--- src/rtl/move_pulse_gen.sv ---
// move_pulse_gen: turns held left/right/falling levels into one-cycle move/drop pulses.
// Define MOVE_REPEAT_EN to build the DAS/ARR auto-repeat; without it only the initial press pulses.
module move_pulse_gen #(
    parameter int DAS_TICKS = 16,
    parameter int ARR_TICKS = 4
) (
    input  logic clk,
    input  logic rst,
    input  logic tick,
    input  logic left,
    input  logic right,
    input  logic falling,
    output logic move_left,
    output logic move_right,
    output logic drop
);

    typedef enum logic [1:0] {DIR_NONE, DIR_L, DIR_R} dir_t;

    dir_t dir;
    dir_t dir_q;
    logic fall_q;

    // Both keys held cancel each other out.
    always_comb begin
        dir = DIR_NONE;
        if (left && !right) begin
            dir = DIR_L;
        end else if (right && !left) begin
            dir = DIR_R;
        end
    end

`ifdef MOVE_REPEAT_EN
    typedef enum logic [1:0] {IDLE, DELAY, REPEAT} state_t;

    localparam logic [7:0] DAS_LAST = 8'(DAS_TICKS - 1);
    localparam logic [7:0] ARR_LAST = 8'(ARR_TICKS - 1);

    state_t     state;
    logic [7:0] cnt;

    always_ff @(posedge clk) begin
        if (rst) begin
            state      <= IDLE;
            cnt        <= 8'd0;
            dir_q      <= DIR_NONE;
            fall_q     <= 1'b0;
            move_left  <= 1'b0;
            move_right <= 1'b0;
            drop       <= 1'b0;
        end else begin
            dir_q      <= dir;
            fall_q     <= falling;
            drop       <= falling && !fall_q;
            move_left  <= 1'b0;
            move_right <= 1'b0;
            if (dir == DIR_NONE) begin
                state <= IDLE;
                cnt   <= 8'd0;
            end else if (dir != dir_q) begin
                // A new direction swallows any tick arriving in the same cycle.
                move_left  <= (dir == DIR_L);
                move_right <= (dir == DIR_R);
                cnt        <= 8'd0;
                state      <= DELAY;
            end else if (tick) begin
                case (state)
                    DELAY: begin
                        if (cnt == DAS_LAST) begin
                            move_left  <= (dir == DIR_L);
                            move_right <= (dir == DIR_R);
                            cnt        <= 8'd0;
                            state      <= REPEAT;
                        end else begin
                            cnt <= cnt + 8'd1;
                        end
                    end
                    REPEAT: begin
                        if (cnt == ARR_LAST) begin
                            move_left  <= (dir == DIR_L);
                            move_right <= (dir == DIR_R);
                            cnt        <= 8'd0;
                        end else begin
                            cnt <= cnt + 8'd1;
                        end
                    end
                    default: ;
                endcase
            end
        end
    end
`else
    // Tick and timing parameters have no role without auto-repeat.
    logic unused_cfg;
    assign unused_cfg = ^{tick, 8'(DAS_TICKS), 8'(ARR_TICKS)};

    always_ff @(posedge clk) begin
        if (rst) begin
            dir_q      <= DIR_NONE;
            fall_q     <= 1'b0;
            move_left  <= 1'b0;
            move_right <= 1'b0;
            drop       <= 1'b0;
        end else begin
            dir_q      <= dir;
            fall_q     <= falling;
            drop       <= falling && !fall_q;
            move_left  <= (dir == DIR_L) && (dir_q != DIR_L);
            move_right <= (dir == DIR_R) && (dir_q != DIR_R);
        end
    end
`endif

endmodule

--- config.mk ---
export PLATFORM = sky130hd
export DESIGN_NAME = move_pulse_gen
export DESIGN_NICKNAME = d
export VERILOG_FILES = /design/src/rtl/move_pulse_gen.sv
export SDC_FILE = /design/constraint.sdc
export NUM_CORES = 1
export LEC_CHECK = 0
export CAP_MARGIN = 30
export CELL_PAD_IN_SITES_DETAIL_PLACEMENT = 1
export CELL_PAD_IN_SITES_GLOBAL_PLACEMENT = 1
export CORE_AREA = 2 2 39 41
export CTS_CLUSTER_DIAMETER = 40
export DETAILED_ROUTE_END_ITERATION = 6
export DIE_AREA = 0 0 41 43
export PLACE_DENSITY_LB_ADDON = 0.1
export REMOVE_ABC_BUFFERS = 1
export SLEW_MARGIN = 30
export SYNTH_ARGS = -nofsm -noshare
export SYNTH_HDL_FRONTEND = slang
export SYNTH_SLANG_ARGS = --single-unit
--- constraint.sdc ---
create_clock -name clk -period 0.8 [get_ports clk]
set_input_delay 0.16 -clock clk [delete_from_list [all_inputs] [get_ports clk]]
set_output_delay 0.16 -clock clk [all_outputs]
set_load 0.02 [all_outputs]
---- Word-level counts from Yosys, hierarchy flattened ----
Index checks and enable logic that the tools add are counted.
storage, ports and cells
  latch bits .............................. 0
  memories kept ........................... 0
  flip-flop bits (word level) ............. 6
  logic and storage cells ................. 19
  RAM bits ................................ 0
  ROM bits ................................ 0
  bits of input ports ..................... 6
operators by class
  bitwise operators ....................... 0
  div/mod/pow operators ................... 0
  reductions and logical operators ........ 8
  muxes and demuxes ....................... 2
  equality and inequality tests ........... 4
  add/subtract/negate cells ............... 0
  $lt $le $gt $ge ......................... 0
  shift-type cells ........................ 0
  multiply operators ...................... 0
operators with widths
  cell                                                   number
  logical AND 1 bit                                      5
  2-to-1 mux 2 bit                                       2
  logical NOT 1 bit                                      3
  == test 2 x 1 -> 1 bit, second input constant          1
  == test 2 bit, second input constant                   1
  inequality test 2 x 1 -> 1 bit, second input constant  1
  inequality test 2 bit, second input constant           1

---- Logic depth before layout (Yosys ltp) ----
Gate-level depths: netlist (run 1).
  word-level depth ........................ 6
  depth in mapped cells ................... 2
  mapped depth without buffers ............ 2

---- Least setup slack after synthesis (run 1) ----
OpenSTA, ideal clock, no wires.
  path type ............................... register to register
  start point ............................. register dir_q[1]
  end point ............................... register move_right
  path buffers ............................ 0
  arrival time ............................ 0.467 ns
  slack ................................... 0.218 ns
  required time ........................... 0.685 ns
  clock period less this slack ............ 0.582 ns
  library setup time ...................... 0.115 ns
  cell stages (with the launch flop) ...... 3
  cells stage by stage .................... dfxtp_1 inv_1 o21a_1
on the way
  longest elaborated chain between the ends .. 2
ends and longest elaborated chain
  item                    line  source
  from (decl)             21    dir_t dir_q;
  from (signal assigned)  106   dir_q <= dir;
  inequality test 2 bit   110   move_right <= (dir == DIR_R) && (dir_q != DIR_R);
  logical AND 1 bit       110
  to (signal assigned)    110
  to (decl)               14    output logic move_right,
Every way passes these cells.
A chain may end at the register's enable or synchronous reset.

---- Worst setup path in the final report (run 1) ----
  start point ............................. register move_left
  end point ............................... output move_left
RTL lines
  item                    line  source
  from (decl)             13    output logic move_left,
  from (signal assigned)  109   move_left <= (dir == DIR_L) && (dir_q != DIR_L);
No word-level cell between the ends.

==> impl_metrics.ini, run 1 <==
[min_path]
hold_path_class = primary input to register
min_from = right

[sta]
setup_ws_ns = -0.0300
rsz0062_at_grt = yes
timing.final.crit_share_pct = 104
fin_skew_ns = 0.000589
hold_viol = 0
slew_violations = 0
worst_slew_pin_slew_ns = 0.185
fmaxAchievable_mhz = 1200
slew_headroom_pct = 87.7
fin_crit_ns = 0.830
setup_viol = 3

[route]
met2WireLength_um = 205
first_pass_iters = 1
dr.max_layer_used = met3
wl_met3_um = 25
num_vias = 133
drcViolationCount = 0
detail_route.iter0.violations = 0
detail-route-antenna-nets = 0
vias_per_cell = 3.33
drt-met1-wl_um = 106
routed_wl_um = 337
wire_per_inst_um = 8.43

[floorplan]
io_pins = 9
dieHeight_um = 43
core_area_mm2 = 0.00138
die_x_um = 41
dieArea_mm2 = 0.00176
start_util_pct = 12.7
rows = 14

[power_and_ir_drop]
vdd_drop_max_v = 0.000362
powerDensity_mw_per_mm2 = 2130
power.leakage_nw = 0.129

[setup_path]
slowest_stage = dfxtp_2
crit_buf_inv = 1
r2r_start = dir_q[1]
crit_type = register to output port
crit_path_cell_trace = buf_6
crit_path_start = move_left
cp-end-kind = output port
slowest_delay_ns = 0.31
worst_ep_arrival_time_ns = 0.67
cp.required_ns = 0.64
crit_family = flip-flops
crit_fanout = 1
cp-start-kind = register

[clock_tree]
clk_pin_slew_ns = 0.04
htreeDepth = 1
cts_tree = built
numCtsBuffers = 3
ctsLongestPathBuffers = 2
clock_sinks = 6
cts_root_buf = clkbuf_4
insertion_delay_ns = 0.24

[layout]
final_nets = 32
areaGrowthSynthToFinish_pct = 75.9
drive_gt1_share_pct = 54.2
final_cells = 40
fin_area_um2 = 310
diodes = 0
final_cell_mix = clkbuf_4, dfxtp_1, dfxtp_2, dlygate4sd2_1, buf_6

[synth]
ys_seq_elements = 6
syn_area_um2 = 176
yosys_warnings = 0
yosysSeqAreaShare_pct = 68.1
avgSynthCellArea_um2 = 13.6
ys_types = 6
synthCells = 13

[placed_design]
port_buffers = 7
placedCellCount = 36
placed_area_um2 = 267
place_congestion = 0.552

[global_route]
grt_start_max_net_pins = 4
grt_pass1_wl_um = 579
grt_pass1_vias = 149
antenna_found_initial = 0
grt_use_total_pct = 6.12
grt_overflow = 0

[status]
violations = negative setup slack
status = finished with violations

[flow_run]
max-cap-violations = 0
==> timing repair <==
action	in CTS	in global routing
resized for setup	26	0
buffers inserted	1	0
pin swaps	1	0
setup endpoints to repair	5	3
hold buffers	0	0
==> synthesized netlist by cell type <==
library cell | number | share of area [%]
o21a_1 | 1 | 4.3
nor3b_2 | 2 | 14
a21boi_1 | 1 | 4.3
dfxtp_1 | 6 | 68
nor2b_1 | 2 | 7.1
inv_1 | 1 | 2.1
==> layer usage <==
metal  vias up  GRT usage (%)
met5         -              0
met4         0           10.0
met3         0           4.71
met2         6           8.13
met1        62           3.54
li1         65              -
==> final cells by class <==
| type | instances | area [µm²] |
|---|---|---|
| multi-input combinational | 6 | 62.6 |
| sequential | 6 | 124 |
| inverter | 1 | 3.75 |
| fill | 163 | 1070 |
| tap | 16 | 20.0 |
| clock buffer | 3 | 22.5 |
| timing repair buffer | 8 | 77.6 |
==> cell families after synthesis <==
| logic type | share of synthesized area (%) |
|---|---|
| DFF | 68.1 |
| and+or+nand+nor | 21.3 |
| AOI/OAI and AO/OA | 8.51 |
| buffers and inverters | 2.13 |
==> state kept, by name (all words and copies together), names as in the netlist <==
| name | count |
|---|---|
| dir_q | 2 |
| drop | 1 |
| fall_q | 1 |
| move_left | 1 |
| move_right | 1 |
==> final timing paths <==
path / slack [ns] / cells after the start / endpoint
hold reg to reg: 0.38 / 1 / drop
setup / recovery: -0.03 / 1 / move_left
setup reg to reg: 0.17 / 2 / move_right
hold / removal: 0.26 / 2 / dir_q[0]
==> where the power goes <==
| part | internal (mW) | switching [mW] | total [mW] |
|---|---|---|---|
| Combinational | 0.0378 | 0.0251 | 0.0629 |
| Sequential | 0.315 | 0.00562 | 0.321 |
| Clock | 0.170 | 0.107 | 0.276 |
| Total | 0.522 | 0.138 | 0.660 |
==> per-stage QoR <==
step                TNS (ns)  hold WS (ns)  worst slack [ns]  total power [mW]  utilization [%]
floorplan                  0         0.234             0.218             0.344                -
global placement       -1.83         0.373            -0.290             0.382             19.3
detailed placement     -1.85         0.385            -0.285             0.382             19.3
CTS                   -0.127         0.245           -0.0437             0.676             22.4
global route          -0.158         0.253           -0.0557             0.696             22.4
finish               -0.0880         0.256           -0.0300             0.660             22.4
(Power assumes the default switching activity.)
==> run 2: changes to the inputs <==
--- a/config.mk
+++ b/config.mk
@@ -14,7 +14,7 @@
 export DIE_AREA = 0 0 41 43
 export PLACE_DENSITY_LB_ADDON = 0.1
 export REMOVE_ABC_BUFFERS = 1
-export SLEW_MARGIN = 30
+export SLEW_MARGIN = 20
 export SYNTH_ARGS = -nofsm -noshare
 export SYNTH_HDL_FRONTEND = slang
 export SYNTH_SLANG_ARGS = --single-unit
==> results of run 2 <==
Same layout as run 1: the final DEF is identical, and so are final timing and power.
==> run 3: changes to the inputs <==
--- a/config.mk
+++ b/config.mk
@@ -14,6 +14,7 @@
 export DIE_AREA = 0 0 41 43
 export PLACE_DENSITY_LB_ADDON = 0.1
 export REMOVE_ABC_BUFFERS = 1
+export SKIP_LAST_GASP = 1
 export SLEW_MARGIN = 20
 export SYNTH_ARGS = -nofsm -noshare
 export SYNTH_HDL_FRONTEND = slang
==> results of run 3 <==
Same layout as run 1: the final DEF is identical, and so are final timing and power.
